`src/rtl/hazard_pkg.sv`:
```
// Shared definitions for the pipeline hazard controller: stage indices,
// FSM state encoding and the per-stage stall/flush vector type.
package hazard_pkg;

  localparam int STG_PC    = 0;
  localparam int STG_IFID  = 1;
  localparam int STG_IDEX  = 2;
  localparam int STG_EXMEM = 3;
  localparam int STG_MEMWB = 4;
  localparam int NSTAGE    = 5;

  typedef enum logic [1:0] {
    HZ_RUN     = 2'd0,
    HZ_EX_BUSY = 2'd1,
    HZ_DISCARD = 2'd2
  } hz_state_e;

  typedef logic [NSTAGE-1:0] stage_vec_t;

  function automatic stage_vec_t stg(input int idx);
    stage_vec_t v;
    v      = '0;
    v[idx] = 1'b1;
    return v;
  endfunction

  // Stall/flush patterns shared by several arbitration outcomes
  localparam stage_vec_t SV_ALL      = '1;
  localparam stage_vec_t SV_EX_STALL = stg(STG_PC) | stg(STG_IFID) | stg(STG_IDEX);
  localparam stage_vec_t SV_EX_FLUSH = stg(STG_EXMEM);
  localparam stage_vec_t SV_BR_FLUSH = stg(STG_IFID) | stg(STG_IDEX);
  localparam stage_vec_t SV_LU_STALL = stg(STG_PC) | stg(STG_IFID);
  localparam stage_vec_t SV_LU_FLUSH = stg(STG_IDEX);
  localparam stage_vec_t SV_IF_STALL = stg(STG_PC);
  localparam stage_vec_t SV_IF_FLUSH = stg(STG_IFID);

endpackage

```
`src/rtl/load_use_detect.sv`:
```
// Combinational load-use hazard detection between the load in EX and the
// instruction in ID; legacy mode bubbles after every load.
module load_use_detect #(
  parameter int REG_AW         = 5,
  parameter int LOAD_USE_CHECK = 1
) (
  input  logic [REG_AW-1:0] id_rs1_addr,
  input  logic [REG_AW-1:0] id_rs2_addr,
  input  logic              id_rs1_used,
  input  logic              id_rs2_used,
  input  logic [REG_AW-1:0] ex_rd_addr,
  input  logic              ex_reg_w,
  input  logic              ex_mem_r,
  output logic              hazard
);

  logic rs1_hit;
  logic rs2_hit;
  logic true_dep;

  assign rs1_hit  = id_rs1_used && (id_rs1_addr == ex_rd_addr);
  assign rs2_hit  = id_rs2_used && (id_rs2_addr == ex_rd_addr);
  // x0 is never a real destination, so a load to x0 creates no dependency
  assign true_dep = ex_mem_r && ex_reg_w && (ex_rd_addr != '0) && (rs1_hit || rs2_hit);

  assign hazard = (LOAD_USE_CHECK != 0) ? true_dep : ex_mem_r;

endmodule

```
`src/rtl/pipe_hazard_ctrl.sv`:
```
// Hazard and stall controller for the 5-stage core: arbitrates memory waits,
// multi-cycle EX ops, taken branches and load-use, and counts stall/flush cycles.
module pipe_hazard_ctrl
  import hazard_pkg::*;
#(
  parameter int REG_AW         = 5,
  parameter int EX_LAT         = 4,
  parameter int LOAD_USE_CHECK = 1,
  parameter int CNT_W          = 32
) (
  input  logic              clk,
  input  logic              rst_n,
  input  logic [REG_AW-1:0] id_rs1_addr,
  input  logic [REG_AW-1:0] id_rs2_addr,
  input  logic              id_rs1_used,
  input  logic              id_rs2_used,
  input  logic [REG_AW-1:0] ex_rd_addr,
  input  logic              ex_reg_w,
  input  logic              ex_mem_r,
  input  logic              ex_multi,
  input  logic              branch_taken,
  input  logic              im_wait,
  input  logic              dm_wait,
  output logic [NSTAGE-1:0] stall,
  output logic [NSTAGE-1:0] flush,
  output logic              ex_done,
  output logic              im_discard,
  output logic [1:0]        hz_state,
  output logic [CNT_W-1:0]  stall_cnt,
  output logic [CNT_W-1:0]  flush_cnt
);

  // The RUN cycle that accepts the op is the first of its EX_LAT cycles
  localparam logic [3:0] CNT_LOAD = 4'(EX_LAT - 1);

  hz_state_e        state_q, state_d;
  logic [3:0]       cnt_q, cnt_d;
  logic [CNT_W-1:0] stall_cnt_q, flush_cnt_q;
  stage_vec_t       stall_c, flush_c;
  logic             ex_done_c, im_discard_c;
  logic             lu_hazard;

  load_use_detect #(
    .REG_AW         (REG_AW),
    .LOAD_USE_CHECK (LOAD_USE_CHECK)
  ) u_lud (
    .id_rs1_addr (id_rs1_addr),
    .id_rs2_addr (id_rs2_addr),
    .id_rs1_used (id_rs1_used),
    .id_rs2_used (id_rs2_used),
    .ex_rd_addr  (ex_rd_addr),
    .ex_reg_w    (ex_reg_w),
    .ex_mem_r    (ex_mem_r),
    .hazard      (lu_hazard)
  );

  always_comb begin
    state_d      = state_q;
    cnt_d        = cnt_q;
    stall_c      = '0;
    flush_c      = '0;
    ex_done_c    = 1'b0;
    im_discard_c = 1'b0;
    if (dm_wait) begin
      stall_c = SV_ALL;
    end else begin
      case (state_q)
        HZ_EX_BUSY: begin
          // cnt holds the EX cycles still to go, including this one
          if (cnt_q > 4'd1) begin
            stall_c = SV_EX_STALL;
            flush_c = SV_EX_FLUSH;
            cnt_d   = cnt_q - 4'd1;
          end else begin
            ex_done_c = 1'b1;
            cnt_d     = '0;
            state_d   = HZ_RUN;
          end
        end
        HZ_DISCARD: begin
          stall_c      = SV_IF_STALL;
          flush_c      = SV_IF_FLUSH;
          im_discard_c = 1'b1;
          if (!im_wait) state_d = HZ_RUN;
        end
        default: begin
          if (branch_taken) begin
            flush_c = SV_BR_FLUSH;
            if (im_wait) state_d = HZ_DISCARD;
          end else if (ex_multi) begin
            stall_c = SV_EX_STALL;
            flush_c = SV_EX_FLUSH;
            cnt_d   = CNT_LOAD;
            state_d = HZ_EX_BUSY;
          end else if (lu_hazard) begin
            stall_c = SV_LU_STALL;
            flush_c = SV_LU_FLUSH;
          end else if (im_wait) begin
            stall_c = SV_IF_STALL;
            flush_c = SV_IF_FLUSH;
          end
        end
      endcase
    end
  end

  always_ff @(posedge clk or negedge rst_n) begin
    if (!rst_n) begin
      state_q     <= HZ_RUN;
      cnt_q       <= '0;
      stall_cnt_q <= '0;
      flush_cnt_q <= '0;
    end else begin
      state_q <= state_d;
      cnt_q   <= cnt_d;
      if (|stall_c) stall_cnt_q <= stall_cnt_q + CNT_W'(1);
      if (|flush_c) flush_cnt_q <= flush_cnt_q + CNT_W'(1);
    end
  end

  // Outputs are forced quiet while reset is held, whatever the inputs do
  assign stall      = rst_n ? stall_c : '0;
  assign flush      = rst_n ? flush_c : '0;
  assign ex_done    = rst_n & ex_done_c;
  assign im_discard = rst_n & im_discard_c;
  assign hz_state   = state_q;
  assign stall_cnt  = stall_cnt_q;
  assign flush_cnt  = flush_cnt_q;

endmodule

```
`config.mk`:
```
export PLATFORM = sky130hd
export DESIGN_NAME = pipe_hazard_ctrl
export DESIGN_NICKNAME = d
export VERILOG_FILES = /design/src/rtl/hazard_pkg.sv /design/src/rtl/load_use_detect.sv /design/src/rtl/pipe_hazard_ctrl.sv
export SDC_FILE = /design/constraint.sdc
export NUM_CORES = 1
export LEC_CHECK = 0
export BUFFER_PORTS_ARGS = -buffer_cell sky130_fd_sc_hd__clkbuf_2
export CAP_MARGIN = 20
export CORE_ASPECT_RATIO = 0.5
export CORE_MARGIN = 2
export CORE_UTILIZATION = 57
export DETAILED_ROUTE_END_ITERATION = 6
export PLACE_DENSITY = 0.92
export SLEW_MARGIN = 20
export SYNTH_ARGS = -nofsm -noshare
export SYNTH_HDL_FRONTEND = slang
export SYNTH_HIERARCHICAL = 1
export SYNTH_SLANG_ARGS = --single-unit
```
`constraint.sdc`:
```
create_clock -name clk -period 8.27 [get_ports clk]
set_input_delay 1.654 -clock clk [delete_from_list [all_inputs] [get_ports clk]]
set_output_delay 1.654 -clock clk [all_outputs]
set_load 0.05 [all_outputs]
```
==> impl_metrics.tcl <==
set metrics [dict create \
    max_freq_mhz 183 \
    synth_seq_cells 70 \
    seq_power_share 0.322 \
    setup_viol 0 \
    finalCritPeriodShare 0.661 \
    cts_buffers 9 \
    port_buffers 100 \
    tns_ps 0 \
    grt_overflow_total 0 \
    placed_area_mm2 0.00427 \
    grtUsageTotal 0.244 \
    cpMaxStageDelayCell "or4_1" \
    post-route-drc-count 0 \
    wire_per_inst_um 15.0 \
    hpwl_mm 5.91 \
    drv_slew 0 \
    rr_endpoint "flush_cnt[27]" \
    cp.depth 9 \
    vias 2986 \
    synthXorXnorAreaFrac 0.170 \
    muxShareOfSynthArea 0.00303 \
    critPathTopFamily "simple AND/OR/NAND/NOR gates" \
    hold_class "flop to flop" \
    p_switching_uw 561 \
    core_area_mm2 0.00618 \
    cts.sinks 70 \
    post-route-util 0.747 \
    yosysWarnings 6 \
    hold_slack_ps 465 \
    r2r_start "hz_state[0]" \
    cellInternalPower_uw 833 \
    fin_crit_ps 5460 \
    nets 489 \
    yosysTopAreaCell "dfrtp_1" \
    drt_iter0_markers 216 \
    cts_setup_buffers 0 \
    synthCells 354 \
    syn_to_final_growth_pct 24.3 \
    yosys.area_share.adder 0.0202 \
    synth_compound_area_frac 0.0805 \
    status "finished clean" \
    hold-path-endpoint "stall_cnt[31]" \
    cts_root_buf "clkbuf_16" \
    synth_common_cells "70 x dfrtp_1, 40 x xor2_1, 32 x xnor2_1" \
    avgSynthCellArea_um2 10.5 \
    relSlewSlack 0.401 \
    power_frac_comb 0.358 \
    r2r_setup_slack_ps 5880 \
    sw_frac_of_total 0.402 \
    synth_ff_type "dfrtp_1" \
    drt-total-wl_mm 8.25 \
    arrival_ps 3810 \
    clk_latency_ps 330 \
    grt_pass1_vias 2859 \
    reg2regPathDepth 7 \
    hold_viol 0 \
    clk_pin_slew_ps 60 \
    crit_buf_inv 2 \
    yosysSeqAreaShare 0.472 \
    nFillCells 449 \
    synth_top_family_by_area "simple AND/OR/NAND/NOR gates" \
    synth_top_area_frac 0.472 \
    async_flop_share 1.00 \
    crit_path_cell_trace "clkbuf_2 > or4_1 > o211ai_2 > a21oi_1 > nor2_1 > o31ai_4 > or3_1 > and2_1 > clkbuf_2" \
    max_cap_viol_count 0 \
    cp-end-kind "output port" \
    dieArea_mm2 0.00722 \
    synth-edff-count 0 \
    design_area_mm2 0.00462 \
    max-vdd-ir-drop_v 0.000147 \
    die_w_um 118 \
    p_per_area_mw_per_mm2 302 \
    std_cell_rows 20 \
    viasPerCell 5.42 \
    hp-start "stall_cnt[31]" \
    grt_max_degree 77 \
    die_h_um 61.1 \
    synth_area_mm2 0.00371 \
    n_antenna_cell 0 \
    ios 103 \
    worst_pin_slew_ps 898 \
    cts_max_level 3 \
    initial_core_util 0.601 \
    crit_top_cell "clkbuf_2" \
    power_frac_clock 0.319 \
    antenna_found_initial 0 \
    cts_hold_buf 0 \
    yosysUniqueCellTypes 57 \
    first_pass_iters 4 \
    synthTopCellsByArea "dfrtp_1 47%, xor2_1 9.4%, xnor2_1 7.5%" \
    cts_tree "done" \
    total_leakage_power_nw 2.34 \
    path_class "primary input to output port" \
    clockBufferDepth 2 \
    skew_ps 6.82 \
    rsz0062_at_grt "false" \
    grt_pass1_wl_mm 13.8 \
    whs_path_depth 1 \
    gp_congestion 0.805 \
    slowest_delay_ps 540 \
    cts_resized 0 \
    cp_max_fo 5 \
    ant_nets 0 \
    yosysMostFrequentCell "dfrtp_1" \
    yosys.area_share.simple 0.217 \
    layout-drive-gt1-share 0.289 \
    startpoint_type "primary input" \
    required_ps 6620 \
]
[per-stage QoR]
step	std cells	setup slack, ps	power (mW)
2_1_floorplan	355	2770	0.841
3_3_place_gp	535	2850	0.938
3_5_place_dp	535	2800	0.952
4_1_cts	551	2800	1.40
5_1_grt	551	2690	1.47
6_report	551	2810	1.39
[layer usage]
| metal | part of all wire | global-route usage | wire [um] |
|---|---|---|---|
| met3 | 0.036 | 0.0667 | 297 |
| met2 | 0.52 | 0.430 | 4260 |
| met5 | 0 | 0 | 0 |
| met1 | 0.44 | 0.300 | 3610 |
| met4 | 0.010 | 0.0929 | 83 |
[worst reg2reg max path, cell delays in order (launching register included)]
cell	delay [ps]
dfrtp_1	400
inv_1	90
ha_1	390
nor3b_1	200
a21oi_2	350
o2111ai_2	340
nor4_1	350
xor2_1	200
[area by class of cell]
| cell class | count | area (um^2) | share of cell area |
|---|---|---|---|
| timing repair buffer | 101 | 510 | 0.111 |
| multi-input combinational | 259 | 1830 | 0.397 |
| clock buffer | 11 | 243 | 0.0526 |
| sequential | 70 | 1750 | 0.380 |
| inverter | 17 | 63.8 | 0.0138 |
| clock inverter | 5 | 106 | 0.0230 |
| tap | 88 | 110 | 0.0239 |
[worst max-delay path by stage]
stage	startpoint	end	slack [ps]
after floorplan	ex_rd_addr[2]	flush[1]	2770
after global placement	ex_rd_addr[2]	stall[0]	2850
after detailed placement	ex_rd_addr[2]	stall[0]	2800
after CTS	ex_rd_addr[2]	stall[0]	2800
after global routing	ex_rd_addr[2]	stall[0]	2690
final	ex_rd_addr[2]	stall[0]	2810
[power groups by stage]
stage | Sequential (mW) | Combinational [mW] | Clock [mW]
detailed placement | 0.454 | 0.498 | 0
global route | 0.458 | 0.542 | 0.467
global placement | 0.451 | 0.487 | 0
finish | 0.449 | 0.500 | 0.445
floorplan | 0.571 | 0.270 | 0
CTS | 0.449 | 0.502 | 0.451
[kinds of logic (layout without fill, tap and decap cells)]
family | Yosys count | count (layout)
XOR/XNOR | 72 | 72
adder cells (fa/ha/maj) | 6 | 6
AO/OA/AOI/OAI | 33 | 33
buffers and inverters | 26 | 134
flip-flops | 70 | 70
multiplexers | 1 | 1
other | 1 | 2
AND/OR/NAND/NOR | 145 | 145
[layout by cell type (no fill, tap or decap), types with 2 or more instances in the layout]
cell type / instances
xnor2_1: 32
nor4_4: 2
and2_1: 5
o2bb2ai_1: 2
xor2_1: 40
o2111a_1: 2
nand4_1: 12
and3_1: 5
buf_4: 2
clkbuf_16: 9
and4_1: 2
inv_1: 16
nand2_1: 27
nand3_1: 20
nor4_2: 2
nor4_1: 11
ha_1: 6
bufinv_16: 3
o21a_1: 3
nor3_1: 23
clkbuf_2: 99
o22a_1: 2
nor2_1: 23
conb_1: 2
o21ai_0: 3
dfrtp_1: 70
nand2b_1: 3
a21oi_1: 3
[flip-flops by register name, indices dropped and copies added, names as in the netlist]
name / flops
cnt_q: 4
flush_cnt: 32
hz_state: 2
stall_cnt: 32
Power figures use the tool's default switching activity.
